### config.mk
export PLATFORM = sky130hd
export DESIGN_NAME = crc_stream
export DESIGN_NICKNAME = d
export VERILOG_FILES = /design/src/rtl/crc_stream.sv
export SDC_FILE = /design/constraint.sdc
export NUM_CORES = 1
export LEC_CHECK = 0
export ABC_CLOCK_PERIOD_IN_PS = 2400
export CORE_UTILIZATION = 50
export DETAILED_ROUTE_END_ITERATION = 10
export HOLD_SLACK_MARGIN = 0.06
export PLACE_DENSITY = 0.76
export SYNTH_ARGS = -nofsm -noshare
export SYNTH_HDL_FRONTEND = slang
export SYNTH_SLANG_ARGS = --single-unit
### constraint.sdc
create_clock -name clk -period 2.4 [get_ports clk]
set_input_delay 0.48 -clock clk [delete_from_list [all_inputs] [get_ports clk]]
set_output_delay 0.48 -clock clk [all_outputs]
set_load 0.03 [all_outputs]
### src/rtl/crc_stream.sv
// Streaming CRC engine: one beat per cycle from sof to eof, with the result held on a valid/ready port.
// The result is valid the cycle after the eof beat. s_ready is low while the result is held.
module crc_stream #(
    parameter int unsigned      CRC_W  = 6,
    parameter int unsigned      DATA_W = 8,
    parameter logic [CRC_W-1:0] POLY   = CRC_W'('h03),
    parameter logic [CRC_W-1:0] INIT   = '0,
    parameter logic [CRC_W-1:0] XOROUT = '0,
    parameter bit               REFIN  = 1'b0,
    parameter bit               REFOUT = 1'b0
) (
    input  logic              clk,
    input  logic              rst,
    input  logic              s_valid,
    output logic              s_ready,
    input  logic [DATA_W-1:0] s_data,
    input  logic              s_sof,
    input  logic              s_eof,
    input  logic [CRC_W-1:0]  s_exp,
    output logic              m_valid,
    input  logic              m_ready,
    output logic [CRC_W-1:0]  m_crc,
    output logic              m_ok,
    output logic [15:0]       m_len,
    output logic              drop
);

    typedef enum logic [1:0] {
        ST_IDLE = 2'd0,
        ST_RUN  = 2'd1,
        ST_HOLD = 2'd2
    } state_t;

    state_t             state_q, state_d;
    logic [CRC_W-1:0]   crc_q, crc_d;
    logic [15:0]        len_q, len_d;
    logic [CRC_W-1:0]   m_crc_q, m_crc_d;
    logic               m_ok_q, m_ok_d;
    logic [15:0]        m_len_q, m_len_d;
    logic               drop_q, drop_d;

    logic               accept;
    logic [CRC_W-1:0]   crc_next;
    logic [CRC_W-1:0]   result;
    logic [15:0]        len_next;

    // All DATA_W bit steps of one beat unrolled into a single cycle.
    function automatic logic [CRC_W-1:0] crc_step(input logic [CRC_W-1:0] c,
                                                   input logic [DATA_W-1:0] d);
        logic [CRC_W-1:0] r;
        logic             fb;
        int               idx;
        r = c;
        for (int i = 0; i < int'(DATA_W); i++) begin
            idx = REFIN ? i : int'(DATA_W) - 1 - i;
            fb  = r[CRC_W-1] ^ d[idx];
            r   = {r[CRC_W-2:0], 1'b0} ^ (fb ? POLY : '0);
        end
        return r;
    endfunction

    function automatic logic [CRC_W-1:0] finalize(input logic [CRC_W-1:0] c);
        logic [CRC_W-1:0] r;
        r = c;
        if (REFOUT) begin
            for (int i = 0; i < int'(CRC_W); i++) begin
                r[i] = c[int'(CRC_W) - 1 - i];
            end
        end
        return r ^ XOROUT;
    endfunction

    assign accept   = s_valid && s_ready;
    assign crc_next = crc_step(s_sof ? INIT : crc_q, s_data);
    assign result   = finalize(crc_next);
    assign len_next = s_sof ? 16'd1 : ((len_q == 16'hFFFF) ? len_q : len_q + 16'd1);

    always_comb begin
        state_d = state_q;
        crc_d   = crc_q;
        len_d   = len_q;
        m_crc_d = m_crc_q;
        m_ok_d  = m_ok_q;
        m_len_d = m_len_q;
        drop_d  = 1'b0;

        case (state_q)
            ST_IDLE, ST_RUN: begin
                if (accept) begin
                    if (state_q == ST_IDLE && !s_sof) begin
                        drop_d = 1'b1;
                    end else begin
                        // A sof arriving mid-frame abandons the open frame and restarts on this beat.
                        drop_d  = (state_q == ST_RUN) && s_sof;
                        crc_d   = crc_next;
                        len_d   = len_next;
                        state_d = ST_RUN;
                        if (s_eof) begin
                            m_crc_d = result;
                            m_ok_d  = (result == s_exp);
                            m_len_d = len_next;
                            state_d = ST_HOLD;
                        end
                    end
                end
            end
            ST_HOLD: begin
                if (m_ready) begin
                    crc_d   = INIT;
                    state_d = ST_IDLE;
                end
            end
            default: begin
                state_d = ST_IDLE;
                crc_d   = INIT;
            end
        endcase
    end

    always_ff @(posedge clk or posedge rst) begin
        if (rst) begin
            state_q <= ST_IDLE;
            crc_q   <= INIT;
            len_q   <= '0;
            m_crc_q <= '0;
            m_ok_q  <= 1'b0;
            m_len_q <= '0;
            drop_q  <= 1'b0;
        end else begin
            state_q <= state_d;
            crc_q   <= crc_d;
            len_q   <= len_d;
            m_crc_q <= m_crc_d;
            m_ok_q  <= m_ok_d;
            m_len_q <= m_len_d;
            drop_q  <= drop_d;
        end
    end

    assign s_ready = (state_q != ST_HOLD);
    assign m_valid = (state_q == ST_HOLD);
    assign m_crc   = m_crc_q;
    assign m_ok    = m_ok_q;
    assign m_len   = m_len_q;
    assign drop    = drop_q;

endmodule
# ---- Yosys cells after proc, flatten, opt, wreduce, memory -nomap -nowiden
# Index checks and enable logic that the tools add are counted.
dict set report classes {
  n_addsub 1
  eq_ne 8
  muxes 23
  bitwise_logic 17
  n_reduce_logical 9
}
# cell n
set ops {}
lappend ops {{bitwise XOR 6 x 2 -> 6 bit} 8}
lappend ops {{two-way mux 16 bit} 2}
lappend ops {{two-way mux 2 bit} 12}
lappend ops {{two-way mux 6 bit} 4}
lappend ops {{adder 16 x 1 -> 16 bit, second input constant} 1}
lappend ops {{equality test 16 bit, second input constant} 1}
lappend ops {{one-hot mux 6 bit (2 select lines)} 1}
lappend ops {{bitwise XOR 1 bit} 8}
lappend ops {{equality test 6 bit} 1}
lappend ops {{inequality test 2 bit, second input constant} 3}
lappend ops {{AND reduction 3 bit} 2}
lappend ops {{one-hot mux 2 bit (2 select lines)} 1}
lappend ops {{AND reduction 4 bit} 1}
lappend ops {{logical AND 1 bit} 3}
lappend ops {{two-way mux 1 bit} 3}
lappend ops {{equality test 2 x 1 -> 1 bit, second input constant} 1}
lappend ops {{equality test 2 bit, second input constant} 1}
lappend ops {{logical NOT 2 bit} 1}
lappend ops {{inequality test 2 x 1 -> 1 bit, second input constant} 1}
lappend ops {{OR reduction 2 bit} 1}
lappend ops {{logical NOT 1 bit} 1}
lappend ops {{NOT 1 bit} 1}
dict set report totals {
  register_bits 48
  input_bits 20
  out_inout_bits 26
  wordCells 65
}

# ---- Depth between registers and ports, before layout
# Gate-level depths: netlist of the first run.
dict set report logic_depth {
  ltp_word 28
  ltp_mapped 7
  mapped_depth_nobuf 6
}

# ---- Worst setup path before layout of the first run
# No wires, ideal clock.
dict set report synth_path {
  path_type {input to register}
  from {input port s_data[7]}
  to {register m_ok_q, in the netlist m_ok}
  setup_ps 67
  arrival_time_ps 1759
  required_ps 2333
  path_slack_ps 574
  stages 5
  n_path_buf 0
  cell_sequence {xnor3_1 or3b_1 a211o_1 mux2i_1 a32o_1}
}
dict set report synth_between {
  elab_chain_len 13
  elab_cells_between_ends 15
  classes_between {eq/ne: 1; mux: 3; bitwise: 11}
}
# element line
set synth_rtl {}
lappend synth_rtl {{start, declared} 16} ;# input logic [DATA_W-1:0] s_data,
lappend synth_rtl {{bitwise XOR 1 bit *} 56} ;# fb = r[CRC_W-1] ^ d[idx];
lappend synth_rtl {{two-way mux 2 bit *} 57} ;# r = {r[CRC_W-2:0], 1'b0} ^ (fb ? POLY : '0);
lappend synth_rtl {{bitwise XOR 6 x 2 -> 6 bit * (6 in series)} 57}
lappend synth_rtl {{bitwise XOR 1 bit or two-way mux 2 bit (tied branches)} {56, 57}}
lappend synth_rtl {{two-way mux 2 bit or bitwise XOR 6 x 2 -> 6 bit (tied branches)} 57}
lappend synth_rtl {{bitwise XOR 6 x 2 -> 6 bit * (2 in series)} 57}
lappend synth_rtl {{equality test 6 bit *} 100} ;# m_ok_d = (result == s_exp);
lappend synth_rtl {{end signal, assigned} 134} ;# m_ok_q <= m_ok_d;
lappend synth_rtl {{end, declared} 38} ;# logic m_ok_q, m_ok_d;
# Every way passes the cells marked *; elsewhere a longest branch is shown, timed or not.
# A chain may end at the register's enable or synchronous reset.

# ---- Final worst setup path of the first run
dict set report layout_path {
  from {register state_q[0]}
  to {output port m_valid}
}
dict set report layout_between {
  elab_chain_len 1
}
# element line
set layout_rtl {}
lappend layout_rtl {{start, declared} 34} ;# state_t state_q, state_d;
lappend layout_rtl {{start signal, assigned} 130} ;# state_q <= state_d;
lappend layout_rtl {{equality test 2 bit} 141} ;# assign m_valid = (state_q == ST_HOLD);
lappend layout_rtl {{end, declared} 20} ;# output logic m_valid,
# No other way between the ends.

==> results.yml, run 1 <==
floorplan:
  ios: 46
  dieArea_um2: 5870
  die_h_um: 76.6
  placementRows: 26
  start_util_pct: 53.1
  core_area_um2: 5240
  fp.dieW_um: 76.6
synth:
  synth-seq-area-share_pct: 43.2
  ys_types: 57
  synthFlopType: "dfrtp_1"
  synth_edf_count: 0
  synth-simple-area-share_pct: 20.0
  synth-compound-area-share_pct: 17.3
  synth-seq-cells: 48
  postSynthCellCount: 281
  synth-xor-area-share_pct: 14.0
  synth_area_per_cell_um2: 9.90
  synth_warnings: 0
  ys_async_sr_fraction_pct: 100
  synth_fp_nets: 302
  yosys-mux-area-fraction_pct: 2.25
  yosys.area_share.adder_pct: 0.450
  synth_top_family_by_area: "simple AND/OR/NAND/NOR gates"
  synthesis.area_um2: 2780
global_routing:
  grt_pass1_vias: 2251
  grt_pass1_wl_um: 10800
  grt-ovfl-total: 0
  grt_max_degree: 29
  antenna_found_initial: 0
  grt.total_usage_pct: 23.3
detailed_routing:
  num_vias: 2287
  wirelength_um: 6300
  wl_per_cell_um: 15.7
  drc: 0
  firstDrtPassIters: 4
  routed_via_density: 5.69
  drtIter0Drc: 147
  drtAntennaViolNets: 0
sta:
  final_hold_viol_count: 0
  slew_viol_final: 0
  finalCriticalPeriod_ns: 2.13
  tightest_slew_ns: 0.496
  setup_tns_ns: 0
  setup_viol: 0
  hold_slack_ns: 0.485
  slew_headroom_pct: 66.8
  finalCritPeriodShare_pct: 88.6
  timing.fmax_ghz: 0.470
  finClkSkew_ns: 0.00350
  grt_setup_unrepaired: "no"
pwr:
  power.switching_uw: 1020
  clkPwrFrac_pct: 20.9
  leakage_uw: 0.00152
  p_comb_share_pct: 39.7
  p_int_uw: 1790
  power.density_nw_per_um2: 812
  ir_drop_uv: 467
  pwr-share-seq_pct: 39.4
  p_sw_share_pct: 36.2
setup_path:
  reg2reg_depth: 6
  rrSetupSlack_ns: 0.38
  start_kind: "flip-flop"
  critical_path_required_ns: 1.92
  arrival_ns: 1.65
  end_kind: "primary output"
  path_max_fanout: 6
  timing.rr.end: "len_q[9]$_DFFE_PP0P_"
  reg2reg_from: "len_q[0]$_DFFE_PP0P_"
  crit_type: "reg -> out"
cells_and_area:
  seq_area_um2: 1200
  nets: 352
  area_delta_synth_final_pct: 24.3
  multiInputGateArea_um2: 1500
  fillers: 420
  n_antenna_cell: 0
  drive_gt1_share_pct: 10.8
min_path:
  hold-path-endpoint: "m_len[6]$_DFFE_PP0P_"
  hold_start: "m_len[6]$_DFFE_PP0P_"
  min_path_type: "reg -> reg"
  whs_path_depth: 2
cts:
  cts_htree_levels: 2
  cts_resized: 0
  tritoncts: "done"
  root_buffer: "clkbuf_8"
  cts_setup_buffers: 0
  cts_made_buffers: 5
  path_clk_slew_ns: 0.09
  clock_path_buffers: 2
  cts.sinks: 48
  cts_hold_buffers: 0
  insertion_delay_ns: 0.30
placed_design:
  io_buffers: 45
  hpwlAfterDp_um: 4730
  place_congestion: 0.893
run:
  cap_violations: 0
status:
  outcome: "completed"
metrics by stage:
| stage | cell area, um^2 | worst slack [ns] | utilization (%) | cells | total power [uW] |
|---|---|---|---|---|---|
| 2_1_floorplan | 2780 | 0.574 | - | 281 | 1850 |
| 3_3_place_gp | 3350 | 0.0850 | 63.9 | 394 | 2190 |
| 3_5_place_dp | 3350 | 0.0538 | 63.9 | 394 | 2230 |
| 4_1_cts | 3460 | 0.278 | 66.0 | 402 | 2830 |
| 5_1_grt | 3460 | 0.177 | 66.0 | 402 | 2970 |
| 6_report | 3460 | 0.274 | 66.0 | 402 | 2810 |
placed cells by master (no fill, tap or decap), types with 4 or more instances in the layout:
cell             instances
nand2b_1                 5
xnor3_1                  5
nand3_1                  6
a22o_1                   7
mux2i_1                  4
buf_4                    9
nor2_1                  15
o21ai_0                 29
o21ai_1                  7
nand2_1                 35
clkbuf_8                 5
a21oi_1                 16
dfrtp_1                 48
clkdlybuf4s50_1         45
xnor2_1                 18
xor2_1                  11
flip-flops by register name, summed over array words and instances, names as in the netlist:
| register | cells |
|---|---|
| drop | 1 |
| crc_q | 6 |
| m_ok | 1 |
| len_q | 16 |
| m_len | 16 |
| state_q | 2 |
| m_crc | 6 |
cells in the mapped netlist, types with 2 or more instances:
cell type	count	share of area, %
a21o_1	2	0.54
a21oi_1	16	2.9
a22o_1	7	2.2
a31oi_1	3	0.67
a32o_1	3	1.1
and3_1	3	0.67
buf_2	7	1.3
clkbuf_1	3	0.40
dfrtp_1	48	43
inv_1	4	0.54
mux2_2	2	0.81
mux2i_1	4	1.4
nand2_1	35	4.7
nand2b_1	5	1.1
nand3_1	6	1.1
nand4_1	2	0.45
nor2_1	15	2.0
nor2b_1	2	0.45
nor3_1	3	0.54
nor3_2	2	0.72
nor4_1	2	0.45
nor4_2	2	0.90
o21a_1	3	0.81
o21ai_0	29	5.2
o21ai_1	7	1.3
o31ai_1	2	0.54
or2_2	2	0.45
or4_1	2	0.54
xnor2_1	18	5.7
xnor3_1	5	4.0
xor2_1	11	3.5
critical path, stage by stage (launching register included):
cell and delay, ns:
dfrtp_1 0.44, nand2b_1 0.19, inv_1 0.06, clkdlybuf4s50_1 0.65
layout make-up:
class | count | area share [%]
flip-flops and latches | 48 | 34.7
clock inverters | 3 | 1.23
clock buffers | 5 | 1.99
multi-input cells | 217 | 43.5
inverters | 4 | 0.434
repair buffers | 55 | 15.6
well taps | 70 | 2.53
routing by layer:
layer	GRT usage, %	wire, um	vias to the layer above
li1	-	-	1108
met1	32.4	2860	1105
met2	37.4	2960	67
met3	3.23	408	7
met4	7.88	76	0
met5	0	0	-
power groups by stage:
stage	clock, uW	combinational, uW	sequential [uW]
after floorplan	0	617	1240
after global placement	0	1080	1110
after detailed placement	0	1100	1120
after CTS	602	1120	1110
after global routing	621	1220	1130
final	588	1110	1110
cells by family after synthesis:
group / after synthesis
muxes: 6
AOI/OAI and AO/OA: 79
buffers and inverters: 16
and+or+nand+nor: 96
xor gates and xnor gates: 35
DFF: 48
adders and majority gates: 1
how the worst max path moves through the flow:
stage	startpoint	endpoint	slack (ns)	cells past startpoint
2_1_floorplan	s_data[7]	m_ok$_DFFE_PP0P_	0.57	5
3_3_place_gp	s_data[7]	m_ok$_DFFE_PP0P_	0.08	6
3_5_place_dp	s_data[7]	m_ok$_DFFE_PP0P_	0.05	6
4_1_cts	state_q[0]$_DFFE_PP0P_	m_valid	0.28	3
5_1_grt	state_q[0]$_DFFE_PP0P_	m_valid	0.18	3
6_report	state_q[0]$_DFFE_PP0P_	m_valid	0.27	3
Power figures use the tool's default switching activity.
==> inputs of run 2 (changes only) <==
CTS_BUF_LIST = sky130_fd_sc_hd__clkbuf_8 sky130_fd_sc_hd__clkbuf_16   (was default)
SLEW_MARGIN = 40   (was default)
==> results of run 2 <==
The final DEF is identical to that of run 1; final timing and power are the same.
